[config.mk]
export PLATFORM = sky130hd
export DESIGN_NAME = regfile_arbiter
export DESIGN_NICKNAME = d
export VERILOG_FILES = /design/src/rtl/regfile_arbiter.sv
export SDC_FILE = /design/constraint.sdc
export NUM_CORES = 1
export LEC_CHECK = 0
export ABC_AREA = 0
export CAP_MARGIN = 20
export CORE_ASPECT_RATIO = 0.9
export CORE_MARGIN = 2
export CORE_UTILIZATION = 38
export DETAILED_ROUTE_END_ITERATION = 10
export PLACE_DENSITY = 0.88
export REMOVE_ABC_BUFFERS = 1
export SLEW_MARGIN = 20
export SYNTH_ARGS = -nofsm -noshare
export SYNTH_HDL_FRONTEND = slang
export SYNTH_SLANG_ARGS = --single-unit
[constraint.sdc]
create_clock -name clk -period 2.7 [get_ports clk]
set_input_delay 0.405 -clock clk [delete_from_list [all_inputs] [get_ports clk]]
set_output_delay 0.405 -clock clk [all_outputs]
set_load 0.01 [all_outputs]
[src/rtl/regfile_arbiter.sv]
// Two-client round-robin sequencer for the 16x16 register file.
// Each command runs IDLE -> ISSUE -> CAPTURE; read data and done come back registered.
module regfile_arbiter (
    input  logic        clk,
    input  logic        rst,
    input  logic        req0,
    input  logic        req1,
    input  logic [1:0]  rw0,
    input  logic [1:0]  rw1,
    input  logic [3:0]  da0,
    input  logic [3:0]  da1,
    input  logic [3:0]  aa0,
    input  logic [3:0]  aa1,
    input  logic [3:0]  ba0,
    input  logic [3:0]  ba1,
    input  logic [15:0] d0,
    input  logic [15:0] d1,
    output logic        gnt0,
    output logic        gnt1,
    output logic        done0,
    output logic        done1,
    output logic [15:0] rd_a,
    output logic [15:0] rd_b,
    output logic        busy,
    output logic        rf_en,
    output logic [1:0]  rf_rw,
    output logic [3:0]  rf_da,
    output logic [3:0]  rf_aa,
    output logic [3:0]  rf_ba,
    output logic [15:0] rf_d,
    input  logic [15:0] rf_a,
    input  logic [15:0] rf_b
);

    typedef enum logic [1:0] {
        StIdle    = 2'd0,
        StIssue   = 2'd1,
        StCapture = 2'd2
    } state_t;

    state_t      r_state, w_state_next;
    logic        r_last, w_last_next;
    logic [1:0]  r_cmd_rw, w_cmd_rw_next;
    logic        r_gnt0, w_gnt0_next;
    logic        r_gnt1, w_gnt1_next;
    logic        r_done0, w_done0_next;
    logic        r_done1, w_done1_next;
    logic [15:0] r_rd_a, w_rd_a_next;
    logic [15:0] r_rd_b, w_rd_b_next;
    logic        r_busy, w_busy_next;
    logic        r_rf_en, w_rf_en_next;
    logic [1:0]  r_rf_rw, w_rf_rw_next;
    logic [3:0]  r_rf_da, w_rf_da_next;
    logic [3:0]  r_rf_aa, w_rf_aa_next;
    logic [3:0]  r_rf_ba, w_rf_ba_next;
    logic [15:0] r_rf_d, w_rf_d_next;
    logic        w_pick1;

    // On a tie, client 1 wins only if client 0 was granted last.
    assign w_pick1 = req1 & (~req0 | ~r_last);

    always_comb begin
        w_state_next  = r_state;
        w_last_next   = r_last;
        w_cmd_rw_next = r_cmd_rw;
        w_gnt0_next   = 1'b0;
        w_gnt1_next   = 1'b0;
        w_done0_next  = 1'b0;
        w_done1_next  = 1'b0;
        w_rd_a_next   = r_rd_a;
        w_rd_b_next   = r_rd_b;
        w_rf_en_next  = 1'b0;
        w_rf_rw_next  = 2'b00;
        w_rf_da_next  = r_rf_da;
        w_rf_aa_next  = r_rf_aa;
        w_rf_ba_next  = r_rf_ba;
        w_rf_d_next   = r_rf_d;

        case (r_state)
            StIdle: begin
                if (req0 | req1) begin
                    w_state_next  = StIssue;
                    w_last_next   = w_pick1;
                    w_gnt0_next   = ~w_pick1;
                    w_gnt1_next   = w_pick1;
                    w_cmd_rw_next = w_pick1 ? rw1 : rw0;
                    w_rf_en_next  = 1'b1;
                    w_rf_rw_next  = w_pick1 ? rw1 : rw0;
                    w_rf_da_next  = w_pick1 ? da1 : da0;
                    w_rf_aa_next  = w_pick1 ? aa1 : aa0;
                    w_rf_ba_next  = w_pick1 ? ba1 : ba0;
                    w_rf_d_next   = w_pick1 ? d1 : d0;
                end
            end
            StIssue: begin
                w_state_next = StCapture;
            end
            StCapture: begin
                if (r_cmd_rw[1]) begin
                    w_rd_a_next = rf_a;
                    w_rd_b_next = rf_b;
                end
                w_done0_next = ~r_last;
                w_done1_next = r_last;
                w_state_next = StIdle;
            end
            default: begin
                w_state_next = StIdle;
            end
        endcase

        w_busy_next = (w_state_next != StIdle);
    end

    always_ff @(posedge clk or posedge rst) begin
        if (rst) begin
            r_state  <= StIdle;
            r_last   <= 1'b1;
            r_cmd_rw <= 2'b00;
            r_gnt0   <= 1'b0;
            r_gnt1   <= 1'b0;
            r_done0  <= 1'b0;
            r_done1  <= 1'b0;
            r_rd_a   <= 16'h0000;
            r_rd_b   <= 16'h0000;
            r_busy   <= 1'b0;
            r_rf_en  <= 1'b0;
            r_rf_rw  <= 2'b00;
            r_rf_da  <= 4'h0;
            r_rf_aa  <= 4'h0;
            r_rf_ba  <= 4'h0;
            r_rf_d   <= 16'h0000;
        end else begin
            r_state  <= w_state_next;
            r_last   <= w_last_next;
            r_cmd_rw <= w_cmd_rw_next;
            r_gnt0   <= w_gnt0_next;
            r_gnt1   <= w_gnt1_next;
            r_done0  <= w_done0_next;
            r_done1  <= w_done1_next;
            r_rd_a   <= w_rd_a_next;
            r_rd_b   <= w_rd_b_next;
            r_busy   <= w_busy_next;
            r_rf_en  <= w_rf_en_next;
            r_rf_rw  <= w_rf_rw_next;
            r_rf_da  <= w_rf_da_next;
            r_rf_aa  <= w_rf_aa_next;
            r_rf_ba  <= w_rf_ba_next;
            r_rf_d   <= w_rf_d_next;
        end
    end

    assign gnt0  = r_gnt0;
    assign gnt1  = r_gnt1;
    assign done0 = r_done0;
    assign done1 = r_done1;
    assign rd_a  = r_rd_a;
    assign rd_b  = r_rd_b;
    assign busy  = r_busy;
    // The register file only clears when EN is high during reset.
    assign rf_en = r_rf_en | rst;
    assign rf_rw = r_rf_rw;
    assign rf_da = r_rf_da;
    assign rf_aa = r_rf_aa;
    assign rf_ba = r_rf_ba;
    assign rf_d  = r_rf_d;

endmodule

* Yosys cells after proc, flatten, opt, wreduce, memory -nomap -nowiden
Cells that the tools add are included.
** Word-level totals
- Input bits :: 96
- Register bits :: 73
** Cells by class
- Bitwise logic cells :: 7
- Multiplexer cells :: 17
- Equality and inequality tests :: 2
- Reduce and logical (&&, ||, !) cells :: 4
** Operator list (number)
- 16-bit 2-to-1 mux :: 1
- 4-bit 2-to-1 mux :: 3
- 1-bit 2-to-1 mux :: 8
- 2-bit 2-to-1 mux :: 4
- 2-bit case mux with 2 select lines :: 1
- 2-bit AND reduction :: 2
- 1-bit NOT :: 3
- 1-bit OR :: 3
- 2-bit by 1-bit == test with 1-bit output, second input constant :: 1
- 2-bit == test, second input constant :: 1
- 2-bit logical NOT :: 1
- 2-bit nonzero test :: 1
- 1-bit AND :: 1

* Logic depth before layout (Yosys ltp)
- Word-level depth :: 6
- Depth in mapped cells :: 5

* Least setup slack after synthesis
OpenSTA, ideal clock, no wires.
- Path type :: register to register
- Start :: reg r_last
- End :: reg r_rf_aa[0], in the netlist rf_aa[0]
- Arrival time :: 1.328 ns
- Library setup time :: 0.126 ns
- Stages on the path, launching flop included :: 6
- Buffers on the path :: 2
- Slack :: 1.246 ns
- Path through :: dfstp_2 > nand2_1 > and3_1 > buf_2 > buf_6 > a221o_1
** Between the ends
- Word-level cells in the longest chain between the ends :: 4
** Ends and longest elaborated chain
- start, declared :: RTL line 42 : logic r_last, w_last_next;
- start signal, assigned :: RTL line 135 : r_last <= w_last_next;
- 1-bit NOT :: RTL line 60 : assign w_pick1 = req1 & (~req0 | ~r_last);
- 1-bit OR :: RTL line 60
- 1-bit AND :: RTL line 60
- 4-bit 2-to-1 mux :: RTL line 90 : w_rf_aa_next = w_pick1 ? aa1 : aa0;
- end signal, assigned :: RTL line 147 : r_rf_aa <= w_rf_aa_next;
- end, declared :: RTL line 54 : logic [3:0] r_rf_aa, w_rf_aa_next;
No other way between the ends.
A chain may end at the register's enable or synchronous reset.

* Final worst setup path
- Start :: in rst
- End :: out rf_en
** Between the ends
- Word-level cells in the longest chain between the ends :: 1
** Ends and longest elaborated chain
- start, declared :: RTL line 5 : input logic rst,
- 1-bit OR :: RTL line 161 : assign rf_en = r_rf_en | rst;
- end, declared :: RTL line 25 : output logic rf_en,
No other way between the ends.

==> results.toml <==
[cells_and_area]
drive_gt1_frac = 0.1635
layout.cells.non_filler = 463
utilization = 0.6392
antenna_cells = 0
layout.cell_area.non_filler_um2 = 4798
layout.nets = 458
syn_to_final_growth_pct = 64.45

[global_routing]
overflow = 0
grt_pass1_wl_um = 12160
grt_use_met2 = 0.3460
antenna_found_initial = 0
grt_max_degree = 36
top_usage_layer = "met2"
track_usage = 0.1916
grt_pass1_vias = 2492
grt_use_met3 = 0.03723
gr-usage-met1 = 0.2167

[power]
p_clk_frac = 0.176
vdd_drop_max_v = 0.0004019
p_seq_frac = 0.355
p_int_w = 0.003652
p_leak_nw = 1.995
swShare = 0.3090
p_comb_frac = 0.470
cellPowerDensity_nw_per_um2 = 1101
p_sw_w = 0.001633

[timing]
fin_tns_setup_ns = 0
maxSlewHeadroom = 0.5186
rsz0062_at_grt = "false"
fmax_mhz = 496.3
setup_viol = 0
fin_crit_ns = 2.015
whs_ns = 0.4789
slew_violations = 0
skew_ns = 0.01030
period_share = 0.7462
tightest_slew_ns = 0.7210
hold_viol = 0

[clocking]
ctsResizeCount = 0
cts_tree = "built"
root_buffer = "clkbuf_8"
cts_htree_levels = 3
cts_buffers = 9
cts.reportedPaths.clkPinSlew_ns = 0.08
numClockSinks = 72
hold_buffers = 0
clockBufferDepth = 2
post_cts_buffers = 0
clkLatencyLatePin_ns = 0.34

[worst_setup_path]
r2r_end = "rf_d[1]"
crit_required_ns = 2.30
r2r_slack_ns = 1.00
startpoint = "rst"
crit_type = "in -> out"
setup.worst_path.end = "rf_en"
arrival_ns = 1.61
start_kind = "primary input"
worstReg2RegStart = "r_state[1]"
reg2regPathDepth = 3
worstPathMaxFanout = 2
end_kind = "output port"

[floorplan]
core_area_um2 = 7507
die_area_um2 = 8396
rows = 30
dieHeight_um = 87.13
io_pins = 164
start_util = 0.3887
die_x_um = 96.37

[yosys]
async_flop_share = 1.000
ys_ff_latch = 72
yosys_warnings = 0
syn-cell-area_um2 = 2918
ys.flop_type = "dfrtp_1"
synth_area_leader_cell = "dfrtp_1"
yosysTopAreaCellShare = 0.6089
synth_cell_types = 21
synth.area.top_cells = "dfrtp_1, mux2_2, a221o_1"
synth_common_cells = "dfrtp_1, mux2_2, a221o_1, o21a_1, buf_2"
synth_most_common_cell = "dfrtp_1"
synth_edf_count = 0
synthCells = 201
postSynthAreaPerCell_um2 = 14.52
synth-seq-area-share = 0.6179

[detailed_routing]
drt_iter0_drc = 70
vias_per_cell = 5.056
dr.pass1.iters = 4
wl_um = 7936
drc = 0
num_vias = 2341
routedWlPerCell_um = 17.14
ant_nets = 0

[flow_run]
cap_violations = 0

[placement]
numPlacedInstances = 447
post-dp-hpwl_um = 5725
port_buffers = 163
placed_area_um2 = 4579
routabilityCongestion = 0.7517

[status]
status = "complete, no violations"

[worst_hold_path]
hp-class = "reg -> reg"
holdPathStages = 1
## state kept, by name (all words and copies together), names as in the netlist
signal,cells
gnt1,1
busy,1
rf_aa,4
rf_d,16
r_last,1
done1,1
rd_b,16
r_rf_en,1
rf_ba,4
r_state,2
rf_da,4
rf_rw,2
done0,1
r_cmd_rw,1
rd_a,16
gnt0,1
## through the flow
step           total power, W  worst slack, ns
6_report             0.005285           0.6851
5_1_grt              0.005588           0.6479
4_1_cts              0.005342           0.6741
3_5_place_dp         0.004395           0.6791
3_3_place_gp         0.004308           0.3967
2_1_floorplan        0.003004           0.4717
## cells by family (layout without fill, tap and decap cells)
family	Yosys count	after routing	synth area share
multiplexers	32	32	0.1235
AO/OA/AOI/OAI	62	62	0.1835
AND/OR/NAND/NOR	15	15	0.02745
flip-flops	72	72	0.6179
buffers and inverters	20	186	0.04760
## how the worst min path moves through the flow
stage / startpoint / to / slack [ns]
finish: r_state[0] / done0 / 0.48
global placement: r_state[0] / done0 / 0.46
floorplan: r_state[0] / done0 / 0.44
detailed placement: r_state[0] / done0 / 0.46
CTS: r_state[0] / done0 / 0.48
global route: r_state[0] / done0 / 0.52
## critical path, stage by stage
cell	delay, ns
clkdlybuf4s50_1	0.43
or2_2	0.30
clkdlybuf4s50_1	0.47
## power by group through the flow
stage                     registers, W  clock network (W)  logic, W
after floorplan                0.00210                  0  0.000900
after global placement         0.00187                  0   0.00244
after detailed placement       0.00189                  0   0.00250
after CTS                      0.00188           0.000955   0.00251
after global routing           0.00194            0.00101   0.00264
final                          0.00187           0.000928   0.00248
## cell usage in the layout, fill, tap and decap left out, drive strengths merged
cell type and instances:
a21oi 1, a221o 29, a22o 2, and3 3, buf 5, bufinv 2, clkbuf 9, clkdlybuf4s50 163
clkinv 3, clkinvlp 1, dfrtp 71, dfstp 1, inv 3, mux2 32, nand2 1, nand2b 2
nand3 1, nor2 5, nor3b 1, o21a 29, o21ai 1, or2 2
## layer usage
layer | vias up | routed length, µm
li1 | 1076 | -
met1 | 1167 | 3071
met2 | 81 | 4227
met3 | 17 | 389
met4 | 0 | 246
met5 | - | 0
## layout make-up
cell class / instances / area, µm²
fillers: 589 / 2709
multi-input cells: 109 / 979.7
repair buffers: 168 / 1669
clock inverters: 7 / 95.09
flip-flops and latches: 72 / 1803
clock buffers: 9 / 123.9
well taps: 96 / 120.1
inverters: 2 / 7.507
(Power assumes the default switching activity.)
